### src/rtl/rah_pkg.sv
// ---------------------------------------------------------------------------
// rah_pkg
// Shared definitions for the RAH frame decoder:
//   - header word field positions (LEN, app_id, magic)
//   - default header marker value
//   - decoder state encoding (IDLE, HDR, DATA, SKIP)
// ---------------------------------------------------------------------------
package rah_pkg;

  // Header word layout; bits above MAGIC_MSB carry no meaning.
  localparam int LEN_LSB   = 0;
  localparam int LEN_MSB   = 15;
  localparam int APPID_LSB = 16;
  localparam int APPID_MSB = 23;
  localparam int MAGIC_LSB = 24;
  localparam int MAGIC_MSB = 31;

  localparam logic [7:0] DEFAULT_MAGIC = 8'hA5;

  // Decoder state encoding
  localparam logic [1:0] ST_IDLE = 2'd0;
  localparam logic [1:0] ST_HDR  = 2'd1;
  localparam logic [1:0] ST_DATA = 2'd2;
  localparam logic [1:0] ST_SKIP = 2'd3;

endpackage

### src/rtl/rah_decoder_if.sv
// ---------------------------------------------------------------------------
// rah_decoder_if
// Stream and app-write bus of the RAH decoder.
//   rx_frame_start  frame start pulse from the capture logic
//   rx_valid        rx_data valid this cycle
//   rx_data         incoming stream word
//   app_fifo_full   per-app downstream FIFO full
//   app_wr_en       one-hot per-app write strobe
//   app_wr_data     payload word shared by all apps
//   app_sop/app_eop first/last payload word markers
// modport master: the environment side (drives the stream, sinks writes)
// modport slave : the decoder side
// ---------------------------------------------------------------------------
interface rah_decoder_if #(
  parameter int TOTAL_APPS = 4,
  parameter int DATA_WIDTH = 128
);

  logic                  rx_frame_start;
  logic                  rx_valid;
  logic [DATA_WIDTH-1:0] rx_data;
  logic [TOTAL_APPS-1:0] app_fifo_full;
  logic [TOTAL_APPS-1:0] app_wr_en;
  logic [DATA_WIDTH-1:0] app_wr_data;
  logic                  app_sop;
  logic                  app_eop;

  modport master (
    output rx_frame_start, rx_valid, rx_data, app_fifo_full,
    input  app_wr_en, app_wr_data, app_sop, app_eop
  );

  modport slave (
    input  rx_frame_start, rx_valid, rx_data, app_fifo_full,
    output app_wr_en, app_wr_data, app_sop, app_eop
  );

endinterface

### src/rtl/rah_hdr_parse.sv
// ---------------------------------------------------------------------------
// rah_hdr_parse
// Purely combinational split of a header word into its fields.
//   word          low 32 bits of the stream word
//   magic_ok      marker field equals MAGIC
//   app_id        target app field
//   len           payload word count
//   app_in_range  app_id addresses an existing app channel
// ---------------------------------------------------------------------------
module rah_hdr_parse
  import rah_pkg::*;
#(
  parameter int         TOTAL_APPS = 4,
  parameter logic [7:0] MAGIC      = DEFAULT_MAGIC
) (
  input  logic [31:0] word,
  output logic        magic_ok,
  output logic [7:0]  app_id,
  output logic [15:0] len,
  output logic        app_in_range
);

  // Nine bits so that TOTAL_APPS = 256 is representable.
  localparam logic [8:0] APP_LIMIT = 9'(TOTAL_APPS);

  assign magic_ok     = (word[MAGIC_MSB:MAGIC_LSB] == MAGIC);
  assign app_id       = word[APPID_MSB:APPID_LSB];
  assign len          = word[LEN_MSB:LEN_LSB];
  assign app_in_range = ({1'b0, app_id} < APP_LIMIT);

endmodule

### src/rtl/rah_decoder.sv
// ---------------------------------------------------------------------------
// rah_decoder
// Receive-side RAH frame parser. Each packet is one header word followed by
// LEN payload words, which are steered to the app chosen by the header. The
// stream cannot be stalled: words for a full FIFO are dropped and flagged in
// a sticky per-app overflow bit.
//
// Ports:
//   clk, rst   clock and synchronous active-high reset
//   bus        rah_decoder_if.slave (stream in, app writes out)
//   ovf_clr    per-app clear of app_ovf
//   err_hdr    pulse: bad magic or app_id out of range
//   err_abort  pulse: frame start while a packet was incomplete
//   app_ovf    sticky per-app drop flag
//   busy       high while in DATA or SKIP
//   frame_cnt, pkt_cnt  (only with RAH_DECODER_STATS_EN) frame and accepted
//                       header counters, wrapping at 2^16
//
// Optional feature macro: RAH_DECODER_STATS_EN
// ---------------------------------------------------------------------------
module rah_decoder
  import rah_pkg::*;
#(
  parameter int         TOTAL_APPS = 4,
  parameter int         DATA_WIDTH = 128,
  parameter logic [7:0] MAGIC      = DEFAULT_MAGIC
) (
  input  logic                  clk,
  input  logic                  rst,
  rah_decoder_if.slave          bus,
  input  logic [TOTAL_APPS-1:0] ovf_clr,
  output logic                  err_hdr,
  output logic                  err_abort,
  output logic [TOTAL_APPS-1:0] app_ovf,
  output logic                  busy
`ifdef RAH_DECODER_STATS_EN
  ,
  output logic [15:0]           frame_cnt,
  output logic [15:0]           pkt_cnt
`endif
);

  logic [1:0]            state;
  logic [15:0]           cnt;
  logic [15:0]           len_q;
  logic [TOTAL_APPS-1:0] sel_q;

  logic [TOTAL_APPS-1:0] wr_en_q;
  logic [DATA_WIDTH-1:0] wr_data_q;
  logic                  sop_q;
  logic                  eop_q;

  logic                  p_magic_ok;
  logic [7:0]            p_app_id;
  logic [15:0]           p_len;
  logic                  p_in_range;

  logic                  hdr_mode;
  logic                  in_pkt;
  logic                  word_last;
  logic                  sel_full;
  logic                  hdr_accept;
  logic [TOTAL_APPS-1:0] hdr_sel;
  logic [TOTAL_APPS-1:0] ovf_set;

  rah_hdr_parse #(
    .TOTAL_APPS (TOTAL_APPS),
    .MAGIC      (MAGIC)
  ) u_hdr_parse (
    .word         (bus.rx_data[31:0]),
    .magic_ok     (p_magic_ok),
    .app_id       (p_app_id),
    .len          (p_len),
    .app_in_range (p_in_range)
  );

  // A frame start forces header parsing this very cycle, whatever the state,
  // so a word arriving together with it is always read as a header.
  always_comb begin
    hdr_mode   = bus.rx_frame_start || (state == ST_HDR);
    in_pkt     = ((state == ST_DATA) || (state == ST_SKIP)) && !bus.rx_frame_start;
    word_last  = (cnt == (len_q - 16'd1));
    sel_full   = |(bus.app_fifo_full & sel_q);
    hdr_accept = hdr_mode && bus.rx_valid && p_magic_ok && (p_len != 16'd0);
    hdr_sel    = TOTAL_APPS'(1) << p_app_id;
    ovf_set    = '0;
    if (in_pkt && (state == ST_DATA) && bus.rx_valid && sel_full) begin
      ovf_set = sel_q;
    end
  end

  // Packet FSM, payload counter and registered app-side outputs.
  // The target app is held as a one-hot mask so it can drive app_wr_en and
  // pick the matching FIFO-full bit without any index arithmetic.
  always_ff @(posedge clk) begin
    if (rst) begin
      state     <= ST_IDLE;
      cnt       <= 16'd0;
      len_q     <= 16'd0;
      sel_q     <= '0;
      wr_en_q   <= '0;
      wr_data_q <= '0;
      sop_q     <= 1'b0;
      eop_q     <= 1'b0;
      err_hdr   <= 1'b0;
      err_abort <= 1'b0;
      app_ovf   <= '0;
    end else begin
      wr_en_q   <= '0;
      sop_q     <= 1'b0;
      eop_q     <= 1'b0;
      err_hdr   <= 1'b0;
      err_abort <= 1'b0;
      app_ovf   <= (app_ovf & ~ovf_clr) | ovf_set;

      if (bus.rx_frame_start && ((state == ST_DATA) || (state == ST_SKIP))) begin
        err_abort <= 1'b1;
      end

      if (hdr_mode) begin
        state <= ST_HDR;
        cnt   <= 16'd0;
        if (bus.rx_valid) begin
          if (!p_magic_ok) begin
            err_hdr <= 1'b1;
          end else if (p_len != 16'd0) begin
            len_q <= p_len;
            if (p_in_range) begin
              sel_q <= hdr_sel;
              state <= ST_DATA;
            end else begin
              err_hdr <= 1'b1;
              state   <= ST_SKIP;
            end
          end
        end
      end else if (in_pkt && bus.rx_valid) begin
        // Markers ride only on real writes; a dropped word leaves no strobe.
        if ((state == ST_DATA) && !sel_full) begin
          wr_en_q   <= sel_q;
          wr_data_q <= bus.rx_data;
          sop_q     <= (cnt == 16'd0);
          eop_q     <= word_last;
        end
        if (word_last) begin
          state <= ST_HDR;
          cnt   <= 16'd0;
        end else begin
          cnt <= cnt + 16'd1;
        end
      end
    end
  end

`ifdef RAH_DECODER_STATS_EN
  // Free-running statistics, wrapping modulo 2^16.
  always_ff @(posedge clk) begin
    if (rst) begin
      frame_cnt <= 16'd0;
      pkt_cnt   <= 16'd0;
    end else begin
      if (bus.rx_frame_start) begin
        frame_cnt <= frame_cnt + 16'd1;
      end
      if (hdr_accept) begin
        pkt_cnt <= pkt_cnt + 16'd1;
      end
    end
  end
`else
  logic unused_stats;
  assign unused_stats = hdr_accept;
`endif

  assign busy            = (state == ST_DATA) || (state == ST_SKIP);
  assign bus.app_wr_en   = wr_en_q;
  assign bus.app_wr_data = wr_data_q;
  assign bus.app_sop     = sop_q;
  assign bus.app_eop     = eop_q;

endmodule

### src/flat_wrapper.sv
// flat-port wrapper written by rule: the top's interface ports become plain ports
module rah_decoder_flat import rah_pkg::*;
#(
  parameter int         TOTAL_APPS = 4,
  parameter int         DATA_WIDTH = 128,
  parameter logic [7:0] MAGIC      = DEFAULT_MAGIC
)
  (clk, rst, ovf_clr, err_hdr, err_abort, app_ovf, busy, bus_rx_frame_start, bus_rx_valid, bus_rx_data, bus_app_fifo_full, bus_app_wr_en, bus_app_wr_data, bus_app_sop, bus_app_eop);
  rah_decoder_if #(.TOTAL_APPS(TOTAL_APPS), .DATA_WIDTH(DATA_WIDTH)) bus_i ();
  input  logic clk;
  input  logic rst;
  input  logic [TOTAL_APPS-1:0] ovf_clr;
  output logic err_hdr;
  output logic err_abort;
  output logic [TOTAL_APPS-1:0] app_ovf;
  output logic busy;
  input wire logic [$bits(bus_i.rx_frame_start)-1:0] bus_rx_frame_start;
  input wire logic [$bits(bus_i.rx_valid)-1:0] bus_rx_valid;
  input wire logic [$bits(bus_i.rx_data)-1:0] bus_rx_data;
  input wire logic [$bits(bus_i.app_fifo_full)-1:0] bus_app_fifo_full;
  output wire logic [$bits(bus_i.app_wr_en)-1:0] bus_app_wr_en;
  output wire logic [$bits(bus_i.app_wr_data)-1:0] bus_app_wr_data;
  output wire logic [$bits(bus_i.app_sop)-1:0] bus_app_sop;
  output wire logic [$bits(bus_i.app_eop)-1:0] bus_app_eop;
  assign bus_i.rx_frame_start = bus_rx_frame_start;
  assign bus_i.rx_valid = bus_rx_valid;
  assign bus_i.rx_data = bus_rx_data;
  assign bus_i.app_fifo_full = bus_app_fifo_full;
  assign bus_app_wr_en = bus_i.app_wr_en;
  assign bus_app_wr_data = bus_i.app_wr_data;
  assign bus_app_sop = bus_i.app_sop;
  assign bus_app_eop = bus_i.app_eop;
  rah_decoder #(.TOTAL_APPS(TOTAL_APPS), .DATA_WIDTH(DATA_WIDTH), .MAGIC(MAGIC)) u_core (.clk(clk), .rst(rst), .bus(bus_i), .ovf_clr(ovf_clr), .err_hdr(err_hdr), .err_abort(err_abort), .app_ovf(app_ovf), .busy(busy));
endmodule
### config.mk
export PLATFORM = sky130hd
export DESIGN_NAME = rah_decoder_flat
export DESIGN_NICKNAME = d
export VERILOG_FILES = /design/src/rtl/rah_pkg.sv /design/src/rtl/rah_decoder_if.sv /design/src/rtl/rah_hdr_parse.sv /design/src/rtl/rah_decoder.sv /design/src/flat_wrapper.sv
export SDC_FILE = /design/constraint.sdc
export NUM_CORES = 1
export LEC_CHECK = 0
export CAP_MARGIN = 15
export CELL_PAD_IN_SITES_DETAIL_PLACEMENT = 0
export CELL_PAD_IN_SITES_GLOBAL_PLACEMENT = 1
export CORE_UTILIZATION = 33
export DETAILED_ROUTE_END_ITERATION = 16
export PLACE_DENSITY_LB_ADDON = 0.25
export SLEW_MARGIN = 30
export SYNTH_ARGS = -nofsm -noshare
export SYNTH_HDL_FRONTEND = slang
export SYNTH_SLANG_ARGS = --single-unit
### constraint.sdc
create_clock -name clk -period 4.1 [get_ports clk]
set_clock_uncertainty 0.2 [all_clocks]
set_input_delay 0.82 -clock clk [delete_from_list [all_inputs] [get_ports clk]]
set_output_delay 0.82 -clock clk [all_outputs]
set_load 0.02 [all_outputs]
==> impl_results.md <==
- Status: complete, no violations
- Synth Register Bits: 178
- Cell Pwr Density: 341.1 nW/um2
- Setup-failing EPs final: 0
- Bufs and invs on worst path: 1
- Hold depth: 2
- Syn Nets: 1019
- Total negative slack: 0 ns
- TritonCTS clock tree: yes
- Seq/Total Area, Yosys: 0.5070
- Synthesis-to-layout area growth: 51.59%
- Setup Fix Bufs, Post-CTS: 0
- Critical path arrival: 3.34 ns
- Worst EP required: 4.19 ns
- Critical path's slowest cell: or4_4
- Largest net degree at the start of global routing: 122
- DIE AREA: 21880 um2
- Chip width: 147.9 um
- Least-Margin Pin Slew: 0.6235 ns
- DRC viols: 0
- CTS Buffer Depth: 2
- Number of synthesized flops with an enable pin: 0
- Largest area contributor in the netlist: dfxtp_1
- Worst skew pair latency: 0.43 ns
- CP max FO: 14
- CP Capture Type: flop
- Largest cells by area after synthesis: dfxtp_1 (51%), nand2_1 (15%), a21oi_1 (9.9%)
- Fraction of layout cells with a size suffix above 1: 0.04405
- Die height: 147.9 um
- Design area: 10650 um2
- Diodes inserted: 0
- FILL cells: 2082
- Root buffer cell: clkbuf_16
- Fmax achieved: 308.0 MHz
- Mapped Area: 7028 um2
- Pleak: 3.566 nW
- Worst reg2reg path depth: 8
- RSZ-0062 raised after global routing: false
- Clk pin slew, worst setup/hold paths: 0.07 ns
- # Max-Cap Violations: 0
- Via-to-Cell Ratio: 4.729
- Critical path, cell by cell: inv_1, ha_1, or4b_4, nor4b_2, a2111oi_1, or4_4, nor3_4, nor3_1
- Top cell type's share of synthesized area: 0.5070
- Cell family with most CP delay: simple AND/OR/NAND/NOR gates
- Total gr overflow: 0
- Clk sinks: 178
- Initial DRT Pass Iterations: 4
- Post-detailed-routing wire length: 21.79 mm
- Worst Setup Start Kind: flop
- Period utilisation layout: 0.7918
- Core ar.: 20960 um2
- Port bufs: 280
- DP HPWL: 15.29 mm
- Crit path largest cell delay: 0.59 ns
- DP Area: 10030 um2
- Hold Buf Count CTS: 0
- H-tree Lvls: 4
- Vias in the first global route: 6253
- Syn. warnings: 0
- Commonest non-fill, non-tap cell in the layout: clkdlybuf4s50_1
- Wire length per cell: 15.45 um
- Yosys cell types: 50
- GRT Total Usage: 0.1971
- Critical path depth: 8
- HP Class: flop to flop
- Synthesized instance count: 876
- Rel. slew slack: 0.5811
- GPL Wtd Cong: 0.8373
- Worst vdd ir: 0.0002658 V
- Fin nets: 1265
- Post-route ant nets: 0
- Post-CTS resize count: 0
- Mean post-synth cell area: 8.023 um2
- Total CTS buffers: 17
- Ports: 281
- Ys flop type: dfxtp_1
- Fin util: 0.5084
- First-pass GRT wire length: 33.90 mm
- Most frequent cells in the layout: clkdlybuf4s50_1 (279), nand2_1 (272), dfxtp_1 (178)
- Max-slew violations: 0
- Post-synth ARST share: 0
- Initial antenna violation count: 0
- Initial Util: 0.3354
- Fin. Hold Viols: 0
- Fin crit period: 3.247 ns
- Crit Path Class: flop to flop
- Initial DRC Count: 318
- Rows: 53
- Vias: 6668
[final timing paths]
kind	from	endpoint	slack, ns
setup reg to reg	u_core.len_q[0]	u_core.cnt[10]	0.85
setup / recovery	u_core.len_q[0]	u_core.cnt[10]	0.85
hold reg to reg	u_core.bus.app_wr_data[51]	u_core.bus.app_wr_data[51]	0.25
hold / removal	u_core.bus.app_wr_data[51]	u_core.bus.app_wr_data[51]	0.25
[layout make-up]
class / instances / area (um2) / area share
Clock buffer: 18 / 439.2 / 0.04122
Clock inverter: 14 / 183.9 / 0.01726
Inverter: 8 / 30.03 / 0.002819
Multi-Input combinational cell: 630 / 3216 / 0.3018
Sequential cell: 178 / 3563 / 0.3345
Tap cell: 275 / 344.1 / 0.03230
Timing Repair Buffer: 287 / 2878 / 0.2701
[routing by layer]
layer | up-vias | GRT usage | part of all wire
li1 | 3407 | - | -
met1 | 3061 | 0.2561 | 0.46
met2 | 183 | 0.3215 | 0.47
met3 | 17 | 0.05216 | 0.060
met4 | 0 | 0.05412 | 0.011
met5 | - | 0 | 0
[logic make-up after synthesis]
logic type	Yosys count	synth area share
muxes	17	0.02421
DFF	178	0.5070
and+or+nand+nor	414	0.2589
AOI/OAI and AO/OA	161	0.1234
buffers and inverters	68	0.03756
adders and majority gates	3	0.005341
xor gates and xnor gates	35	0.04362
[synth_stat cells (all sizes together) (4+ instances only)]
cell type	count
xnor2	19
clkbuf	56
mux2i	17
nor4b	4
nor2	45
a21oi	139
dfxtp	178
and2	5
and3	5
nand3	11
nor2b	8
nand2	273
nor3	25
buf	4
inv	8
nand4	4
xor2	16
nor4	14
o21ai	4
[flip-flops by register name, indices dropped and copies added, names as in the netlist]
signal	cells
u_core.bus.app_sop	1
u_core.len_q	16
u_core.sel_q	4
u_core.app_ovf	4
u_core.bus.app_eop	1
u_core.err_abort	1
u_core.state	2
u_core.cnt	16
u_core.bus.app_wr_en	4
u_core.err_hdr	1
u_core.bus.app_wr_data	128
[power by group]
group	leakage (nW)	total (W)	switching [W]	internal, W
Sequential	1.43	0.00173	0.00000137	0.00173
Clock	0.304	0.00171	0.000763	0.000949
Combinational	1.83	0.000192	0.0000664	0.000125
Total	3.57	0.00363	0.000831	0.00280
[worst register-to-register path, cell delays in order (launching register included)]
cell and delay, ns:
dfxtp_1 0.36, inv_1 0.07, ha_1 0.33, or4b_4 0.54
nor4b_2 0.31, a2111oi_1 0.12, or4_4 0.59, nor3_4 0.47
nor3_1 0.11
[metrics by stage]
stage          setup slack, ns  cells  total power, W  hold slack [ns]
3_5_place_dp            0.8899   1378        0.001962           0.2457
3_3_place_gp            0.9642   1378        0.001963           0.2409
2_1_floorplan            1.284    876        0.001805           0.2302
5_1_grt                 0.7090   1410        0.003761           0.2698
6_report                0.8535   1410        0.003634           0.2538
4_1_cts                 0.8798   1410        0.003683           0.2561
No activity file was read; power rests on OpenSTA's default activity.
